File: config.mk
export PLATFORM = sky130hd
export DESIGN_NAME = raster_cmd_queue
export DESIGN_NICKNAME = d
export VERILOG_FILES = /design/src/rtl/raster_cmd_queue.sv
export SDC_FILE = /design/constraint.sdc
export NUM_CORES = 1
export LEC_CHECK = 0
export CAP_MARGIN = 15
export CORE_MARGIN = 2
export CORE_UTILIZATION = 35
export DETAILED_ROUTE_END_ITERATION = 16
export GPL_TIMING_DRIVEN = 0
export PLACE_DENSITY_LB_ADDON = 0.15
export SYNTH_ARGS = -nofsm -noshare
export SYNTH_HDL_FRONTEND = slang
export SYNTH_SLANG_ARGS = --single-unit
File: constraint.sdc
create_clock -name clk -period 2.6 [get_ports clk]
set_clock_uncertainty 0.05 [all_clocks]
set_input_delay 0.65 -clock clk [delete_from_list [all_inputs] [get_ports clk]]
set_output_delay 0.65 -clock clk [all_outputs]
set_load 0.1 [all_outputs]
File: src/rtl/raster_cmd_queue.sv
// Command FIFO between the core's gpu_submit path and the rasterizer.
// Show-ahead head register, sticky overflow, and idle/full status.
package common;
    typedef enum logic [1:0] {
        CMD_FILL  = 2'd0,
        CMD_POINT = 2'd1,
        CMD_LINE  = 2'd2
    } raster_command_t;
endpackage

module raster_cmd_queue
    import common::*;
#(
    parameter int DEPTH         = 4,
    parameter int OPERAND_WIDTH = 40
) (
    input  logic                     clk,
    input  logic                     rst_n,
    input  logic                     gpu_submit,
    input  raster_command_t          gpu_command,
    input  logic [OPERAND_WIDTH-1:0] gpu_operands,
    output logic                     queue_full,
    output logic                     overflow,
    input  logic                     overflow_clr,
    output logic                     gpu_idle,
    output logic                     raster_cmd_valid,
    input  logic                     raster_cmd_ready,
    output raster_command_t          raster_command,
    output logic [OPERAND_WIDTH-1:0] raster_operands,
    input  logic                     raster_idle
);
    localparam int AW = $clog2(DEPTH);
    localparam int CW = $bits(raster_command_t);
    localparam int EW = CW + OPERAND_WIDTH;
    localparam logic [AW:0] FULL_CNT = (AW+1)'(DEPTH);

    logic [EW-1:0] mem [DEPTH];
    logic [EW-1:0] head_q;
    logic [AW-1:0] rptr;
    logic [AW-1:0] wptr;
    logic [AW-1:0] rptr_n;
    logic [AW:0]   count;
    logic [AW:0]   count_n;
    logic [AW:0]   remain;
    logic          pop;
    logic          push;
    logic          full_now;
    logic          ovf_evt;

    assign full_now = (count == FULL_CNT);
    assign pop      = raster_cmd_valid & raster_cmd_ready;
    assign push     = gpu_submit & (~full_now | pop);
    assign ovf_evt  = gpu_submit & full_now & ~pop;
    assign rptr_n   = rptr + AW'(pop);
    // Entries already stored before this edge that survive the pop;
    // a same-cycle push only becomes visible one cycle later.
    assign remain   = count - (AW+1)'(pop);
    assign count_n  = remain + (AW+1)'(push);

    always_ff @(posedge clk) begin
        if (!rst_n) begin
            rptr             <= '0;
            wptr             <= '0;
            count            <= '0;
            raster_cmd_valid <= 1'b0;
            queue_full       <= 1'b0;
            overflow         <= 1'b0;
        end else begin
            rptr             <= rptr_n;
            count            <= count_n;
            raster_cmd_valid <= (remain != '0);
            queue_full       <= (count_n == FULL_CNT);
            if (push)
                wptr <= wptr + AW'(1);
            if (ovf_evt)
                overflow <= 1'b1;
            else if (overflow_clr)
                overflow <= 1'b0;
        end
    end

    always_ff @(posedge clk) begin
        if (rst_n && push)
            mem[wptr] <= {gpu_command, gpu_operands};
        head_q <= mem[rptr_n];
    end

    assign raster_command  = raster_command_t'(head_q[EW-1 -: CW]);
    assign raster_operands = head_q[OPERAND_WIDTH-1:0];
    assign gpu_idle = (count == '0) & ~raster_cmd_valid & raster_idle;

endmodule

==> impl_results.md, run 1 <==
- Outcome: finished, final reports clean
- Slew @ Worst Pin: 1.05 ns
- Total Routed Length: 13300 um
- Cells after synthesis: 324
- Nets: 502
- Final WS setup: 0.0560 ns
- H-tree depth: 1
- Antenna cells: 0
- Fmax: 393 MHz
- Sequential Area: 6090 um2
- CP Max Fanout: 1
- Vias post-DR: 3459
- Top-level port count: 94
- First-pass DRT Iterations: 4
- CTS tree: yes
- Hold_buf cts: 0
- Number of library cell types mapped by synthesis: 28
- DRC Markers: 0
- Synth top area cells: edfxtp_1 66%, dfxtp_1 14%, mux4_1 13%, ha_1 1.5%, buf_6 1.3%
- Crit path launch: raster_idle
- Full die area: 23100 um2
- Tcrit/Tclk final: 97.8%
- Post-Syn Area per Cell: 23.7 um2
- Clk buf depth: 3
- R2R setup slack: 0.46 ns
- Port bufs: 92
- Clk sinks: 220
- Post-DRT Antenna Nets: 0
- Relative slew slack: 30.2%
- Post-synthesis sequential area ratio: 79.4%
- Initial antenna violation count: 0
- Largest net degree at the start of global routing: 28
- Worst-Skew Late Latency: 0.49 ns
- Reg-to-reg critical path startpoint: count[2]
- Vias/cell: 4.67
- Crit. End Element: output pin
- Critical path launch point type: primary input
- Post-DP Area: 9020 um2
- First-pass GRT wire length: 20900 um
- Synthesized Nets: 381
- Synth warn: 0
- Synth area leader: edfxtp_1
- Final Hold Vio Count: 0
- Worst setup path end: gpu_idle
- Share of layout cells above drive strength 1: 12.8%
- Setup bufs post-CTS: 0
- # fillers: 1846
- Worst R2R End: mem[3][15]
- Commonest non-fill, non-tap cell in the layout: edfxtp_1
- # setup viols final: 0
- Max Cap Viol: 0
- GR Overflow Total: 0
- PwrDens: 1150 nW/um2
- Critical path class: primary input to output pin
- Gr usage total: 11.6%
- CTS root buf: clkbuf_16
- Dpl hpwl: 7840 um
- Synthesized area: 7670 um2
- Most frequent cells in the layout: 168 x edfxtp_1, 52 x dfxtp_1, 46 x clkdlybuf4s50_1
- Area growth syn-to-layout: 26.6%
- Multi-input logic area: 1450 um2
- Yosys top cell area share: 65.8%
- Overall Power: 11200 uW
- Pleak: 0.00341 uW
- Vias in the first global route: 3731
- CTS clk-pin slew, worst paths: 0.06 ns
- Number of flops mapped to enable cells by yosys: 168
- Starting Density: 35.3%
- Top_reg_cell synth: edfxtp_1
- Tmin final: 2.54 ns
- WP data arrival: 1.84 ns
- Routed wire per std cell: 18.0 um
- Critical Path RT: 1.90 ns
- Async S/R FF share, synth: 0%
- Setup tns final: 0 ns
- Core area: 21700 um2
- Total CTS buffers: 23
- Finished Cell Area: 9700 um2
- Max Slew Vio Count: 0
- Starting DRT DRC Count: 164
- Dpl ws: -0.522 ns
- Flops & latches, synth: 220
- Unrepaired setup endpoints after global routing: false
- Die span in y: 152 um
- Min-Delay Path Class: flop to flop
- Worst vdd ir: 453 uV
- # rows: 54
- Routability congestion estimate from global placement: 0.701
- Cells on worst reg2reg path: 4
- Die Wd: 152 um
==> state kept, by name (all words and copies together) (netlist names) <==
signal,flops
count,3
head_q,42
overflow,1
raster_cmd_valid,1
queue_full,1
mem,168
rptr,2
wptr,2
==> cell type report <==
type / instances / share of cell area [%]
clock buffers: 27 / 6.09
plain buffers: 11 / 1.13
well taps: 280 / 3.61
flip-flops and latches: 220 / 62.7
inverters: 8 / 0.310
multi-input cells: 85 / 14.9
clock inverters: 13 / 1.48
repair buffers: 96 / 9.75
==> what timing repair did <==
action,4_1_cts,5_1_grt
endpoints found under the setup margin,46,0
gates resized for setup,48,0
endpoints found under the hold margin,0,0
==> critical path: stages <==
cell             delay, ns
clkdlybuf4s50_1       0.46
and4_1                0.18
clkdlybuf4s15_2       0.55
==> how the worst min path moves through the flow <==
stage,from,to,depth (start not counted)
finish,overflow,overflow,2
global route,rst_n,overflow,3
CTS,rst_n,overflow,3
detailed placement,overflow,overflow,2
global placement,overflow,overflow,2
floorplan,wptr[1],wptr[1],2
==> stage by stage <==
step                      cells  hold slack (ns)  utilization, %
after floorplan             324            0.459               -
after global placement      696            0.413            41.2
after detailed placement    700            0.435            41.6
after CTS                   740            0.435            44.7
after global routing        740            0.480            44.7
final                       740            0.426            44.7
==> routing by layer <==
layer	global-route usage, %	wire, um
met5	0	0
met4	3.20	206
met3	2.62	693
met2	19.8	6600
met1	14.9	5840
==> cells by family after synthesis <==
| logic type | after synthesis | share of synthesized area [%] |
|---|---|---|
| xor+xnor | 3 | 0.441 |
| simple gates | 27 | 2.30 |
| mux | 42 | 14.2 |
| flops | 220 | 79.4 |
| buf+inv | 19 | 1.83 |
| fa+ha+maj | 9 | 1.47 |
| compound gates | 4 | 0.326 |
==> where the power goes <==
group	switching [uW]	total (uW)	internal (uW)	leakage [uW]
sequential	140	4430	4290	0.00196
clock	1260	3190	1920	0.000363
combinational	2670	3580	910	0.00108
==> cells in the mapped netlist (all sizes together) (2+ instances only) <==
cell and count:
nand4 6, buf 10, inv 8, dfxtp 52
nand3 2, edfxtp 168, nand2 2, a31oi 2
ha 9, and3 4, and2 5, xnor2 2
mux4 42
Note: power is estimated with default switching activity, not from simulation.
==> inputs of run 2 (changes only) <==
--- a/config.mk
+++ b/config.mk
@@ -5,12 +5,14 @@
 export SDC_FILE = /design/constraint.sdc
 export NUM_CORES = 1
 export LEC_CHECK = 0
+export ABC_CLOCK_PERIOD_IN_PS = 2600
 export CAP_MARGIN = 15
 export CORE_MARGIN = 2
 export CORE_UTILIZATION = 35
 export DETAILED_ROUTE_END_ITERATION = 16
 export GPL_TIMING_DRIVEN = 0
 export PLACE_DENSITY_LB_ADDON = 0.15
+export SETUP_SLACK_MARGIN = 0.3
 export SYNTH_ARGS = -nofsm -noshare
 export SYNTH_HDL_FRONTEND = slang
 export SYNTH_SLANG_ARGS = --single-unit
==> run 2 against run 1 <==
Count of clock-buffer cells in the layout increased by 11; maximum frequency increased by 14%; non-clock buffer count increased by 9; total power increased by 1.1%; largest power group unchanged; highest routed layer unchanged.
==> impl_results.md, run 2 (synthesis results as in run 1) <==
- Area growth syn-to-layout: 29.9%
- Clk buf depth: 3
- Worst vdd ir: 603 uV
- Critical path class: primary input to output pin
- WP data arrival: 1.53 ns
- Gr usage total: 11.7%
- Total CTS buffers: 24
- Initial antenna violation count: 0
- Die span in y: 152 um
- Vias post-DR: 3507
- Reg with most FFs: mem
- Hold_ws: 0.409 ns
- Crit. End Element: output pin
- Unrepaired setup endpoints after global routing: false
- # setup viols final: 0
- Tmin final: 2.23 ns
- Pleak: 0.00343 uW
- Vias/cell: 4.66
- Antenna cells: 0
- Die Wd: 152 um
- CTS tree: yes
- GR Overflow Total: 0
- Starting Density: 35.3%
- Max reg flops: 168
- CTS root buf: clkbuf_16
- Min-Delay Path Class: flop to flop
- Nets: 512
- Routability congestion estimate from global placement: 0.671
- Overall Power: 11300 uW
- Critical path launch point type: primary input
- PwrDens: 1140 nW/um2
- Largest net degree at the start of global routing: 25
- Inst Count DP: 700
- Full die area: 23100 um2
- Vias in the first global route: 3774
- Critical Path RT: 1.90 ns
- Top-level port count: 94
- DRC Markers: 0
- Fmax: 448 MHz
- Final Hold Vio Count: 0
- Tcrit/Tclk final: 85.8%
- Worst hold path cell count: 2
- First-pass DRT Iterations: 4
- Starting DRT DRC Count: 123
- CP Max Fanout: 1
- Total Routed Length: 13500 um
- Worst-Skew Late Latency: 0.50 ns
- Setup tns final: 0 ns
- Post-DP Area: 9020 um2
- Most frequent cells in the layout: 168 x edfxtp_1, 51 x dfxtp_1, 46 x clkdlybuf4s50_1
- Max Slew Vio Count: 0
- Cells on worst reg2reg path: 6
- Hold_buf cts: 0
- Max Cap Viol: 0
- Regs by FF count: mem x168, head_q x42, count x3
- CTS clk-pin slew, worst paths: 0.06 ns
- Dpl hpwl: 7820 um
- Finished Cell Area: 9960 um2
- Share of layout cells above drive strength 1: 24.6%
- Outcome: finished, final reports clean
- Routed wire per std cell: 18.0 um
- Slew @ Worst Pin: 0.571 ns
- Clk sinks: 220
- Relative slew slack: 62.1%
- H-tree depth: 1
- # rows: 54
- Fin cells: 752
- Core area: 21700 um2
- First-pass GRT wire length: 21100 um
- Port bufs: 92
- Commonest non-fill, non-tap cell in the layout: edfxtp_1
- Post-DRT Antenna Nets: 0
## run 2: changes by cell type in the layout (fill, tap and decap cells not counted), moves of 2 or more
cell,change
dlygate4sd2_1,-45
clkdlybuf4s15_2,+44
buf_4,+6
clkbuf_1,+6
and3_2,-4
and3_4,+4
buf_12,+3
bufinv_16,-3
clkbuf_8,+3
clkinv_1,-3
clkbuf_16,+2
clkinv_2,-2
## run 2: cell type report
cell class | count | area [um2]
inverter | 8 | 30.0
clock inverter | 5 | 31.3
tap | 280 | 350
timing repair buffer | 105 | 1160
multi-input combinational | 85 | 1480
clock buffer | 38 | 704
sequential | 220 | 6090
buffer | 11 | 114
fill | 1825 | 11700
## run 2: metal layers
layer,track usage (%),routed length [um],up-vias
li1,-,-,1617
met1,15.0,5900,1781
met2,20.0,6760,80
met3,2.37,558,29
met4,3.96,321,0
met5,0,0,-
## run 2: power by group
group	total [uW]	switching, uW	leakage, uW	internal [uW]
registers	4450	153	0.00196	4300
logic	3760	2690	0.00111	1070
clock network	3110	1250	0.000357	1850
## run 2: worst paths after layout
path,start,endpoint,slack [ns]
setup / recovery,raster_idle,gpu_idle,0.37
hold / removal,overflow,overflow,0.41
setup reg to reg,raster_cmd_valid,head_q[14],0.62
hold reg to reg,overflow,overflow,0.41
## run 2: what timing repair did
| action | 4_1_cts | 5_1_grt |
|---|---|---|
| cloned | 0 | 0 |
| pin swaps | 0 | 5 |
| gates resized for setup | 141 | 10 |
| setup buffers | 0 | 9 |
| endpoints found under the setup margin | 181 | 132 |
## run 2: worst max-delay path, stage by stage
cell and delay, ns:
clkdlybuf4s50_1 0.45, and4_1 0.21, buf_6 0.23
## run 2: through the flow
| stage | setup WS [ns] | utilization [%] |
|---|---|---|
| 6_report | 0.369 | 45.9 |
| 4_1_cts | 0.170 | 45.3 |
| 3_5_place_dp | -0.508 | 41.6 |
| 3_3_place_gp | -0.630 | 41.2 |
| 5_1_grt | 0.305 | 45.9 |
| 2_1_floorplan | 0.376 | - |
==> inputs of run 3 (changes only) <==
--- a/config.mk
+++ b/config.mk
@@ -8,11 +8,12 @@
 export ABC_CLOCK_PERIOD_IN_PS = 2600
 export CAP_MARGIN = 15
 export CORE_MARGIN = 2
-export CORE_UTILIZATION = 35
+export CORE_UTILIZATION = 40
 export DETAILED_ROUTE_END_ITERATION = 16
 export GPL_TIMING_DRIVEN = 0
 export PLACE_DENSITY_LB_ADDON = 0.15
 export SETUP_SLACK_MARGIN = 0.3
+export SLEW_MARGIN = 20
 export SYNTH_ARGS = -nofsm -noshare
 export SYNTH_HDL_FRONTEND = slang
 export SYNTH_SLANG_ARGS = --single-unit
==> run 3 against run 2 <==
Core utilization increased by 5.9 points; non-clock buffer count is 13 lower; total power is 1.5% lower; maximum frequency down 0.68%; critical endpoint unchanged; sequential cell count did not move; worst setup slack got worse by 0.015 ns; register-to-register slack gained 0.02 ns; largest cell class unchanged; combinational power is essentially flat.
==> impl_results.md, run 3 (synthesis results as in run 1) <==
- Outcome: finished, final reports clean
- Reg-to-reg critical path startpoint: raster_cmd_valid
- Full die area: 20300 um2
- # rows: 50
- Pleak: 0.00333 uW
- # fillers: 1512
- Critical path class: primary input to output pin
- Inst Count DP: 650
- CP Max Fanout: 1
- Worst-Skew Late Latency: 0.49 ns
- Hold Path Origin: overflow
- Critical path launch point type: primary input
- Fin cells: 694
- Routed wire per std cell: 19.9 um
- Nets: 502
- Relative slew slack: 60.3%
- Min-Delay Path Class: flop to flop
- Total CTS buffers: 23
- Worst R2R End: head_q[3]
- Total Routed Length: 13800 um
- Clk sinks: 220
- Slew @ Worst Pin: 0.598 ns
- Fmax: 445 MHz
- Cells on worst reg2reg path: 6
- Unrepaired setup endpoints after global routing: false
- Largest net degree at the start of global routing: 43
- Clk buf depth: 3
- # setup viols final: 0
- Top-level port count: 94
- Vias post-DR: 3490
- Regs by FF count: mem x168, head_q x42, count x3
- CTS root buf: clkbuf_16
- H-tree depth: 1
- R2R setup slack: 0.64 ns
- Tmin final: 2.25 ns
- Final WS setup: 0.353 ns
- Antenna cells: 0
- Tcrit/Tclk final: 86.4%
- Final Hold Vio Count: 0
- Starting Density: 40.8%
- Max Cap Viol: 0
- DRC Markers: 0
- Max reg flops: 168
- Dpl ws: -0.528 ns
- Worst hold path cell count: 2
- Critical Path RT: 1.90 ns
- Crit. End Element: output pin
- Endpoint of the worst hold path: overflow
- Core area: 18800 um2
- WP data arrival: 1.55 ns
- Dpl hpwl: 7220 um
- Reg with most FFs: mem
- PwrDens: 1150 nW/um2
- Setup tns final: 0 ns
- Port bufs: 92
- Die span in y: 142 um
- First-pass DRT Iterations: 4
- Die Wd: 142 um
- Share of layout cells above drive strength 1: 22.6%
- CTS tree: yes
- Max Slew Vio Count: 0
- Area growth syn-to-layout: 26.7%
- Vias in the first global route: 3723
- Gr usage total: 13.1%
- Vias/cell: 5.03
- First-pass GRT wire length: 20000 um
- CTS clk-pin slew, worst paths: 0.05 ns
- Worst vdd ir: 737 uV
- Routability congestion estimate from global placement: 0.678
- Hold_ws: 0.420 ns
- Most frequent cells in the layout: 168 x edfxtp_1, 51 x dfxtp_1, 46 x clkdlybuf4s50_1
- GR Overflow Total: 0
- Post-DRT Antenna Nets: 0
- Commonest non-fill, non-tap cell in the layout: edfxtp_1
- Initial antenna violation count: 0
- Starting DRT DRC Count: 125
[run 3: worst max-delay path, stage by stage]
cell             delay (ns)
clkdlybuf4s50_1        0.45
and4_1                 0.21
buf_6                  0.23
[run 3: worst max-delay path by stage]
| stage | from | end | slack (ns) | depth (start not counted) |
|---|---|---|---|---|
| 6_report | raster_idle | gpu_idle | 0.35 | 3 |
| 5_1_grt | raster_cmd_ready | head_q[27] | 0.31 | 7 |
| 4_1_cts | gpu_submit | mem[0][19] | 0.27 | 3 |
| 3_5_place_dp | raster_idle | gpu_idle | -0.53 | 3 |
| 3_3_place_gp | gpu_submit | mem[2][22] | -0.57 | 3 |
| 2_1_floorplan | raster_cmd_valid | mem[0][0] | 0.38 | 3 |
[run 3: what timing repair did]
| item | CTS | global route |
|---|---|---|
| pin swaps | 2 | 4 |
| setup buffers | 0 | 0 |
| setup endpoints to repair | 251 | 204 |
| cloned | 0 | 4 |
| hold buffers | 0 | 0 |
| resized for setup | 142 | 8 |
[run 3: where the power goes]
group          switching, uW  internal, uW
combinational           2710          1030
clock                   1210          1750
sequential               150          4300
[run 3: per-stage QoR]
| stage | utilization, % | cell area (um2) | power [uW] |
|---|---|---|---|
| after global placement | 47.3 | 8890 | 8260 |
| after detailed placement | 47.4 | 8900 | 8320 |
| final | 51.8 | 9720 | 11200 |
| after CTS | 51.4 | 9650 | 11200 |
| after floorplan | - | 7670 | 7380 |
| after global routing | 51.8 | 9720 | 11600 |
[run 3: area by class of cell]
class	count	area [um2]	share of cell area [%]
Clock buffer	36	666	6.85
Tap cell	234	293	3.01
Multi-Input combinational cell	89	1530	15.7
Clock inverter	4	22.5	0.232
Buffer	11	110	1.13
Sequential cell	220	6090	62.7
Inverter	8	30.0	0.309
Timing Repair Buffer	92	978	10.1
[run 3: metal layers]
| metal | global-route usage, % | vias up | share of wire (%) |
|---|---|---|---|
| met5 | 0 | - | 0 |
| met4 | 3.80 | 0 | 1.6 |
| met3 | 2.96 | 19 | 4.7 |
| met2 | 22.8 | 80 | 51 |
| met1 | 16.4 | 1787 | 43 |
| li1 | - | 1604 | - |
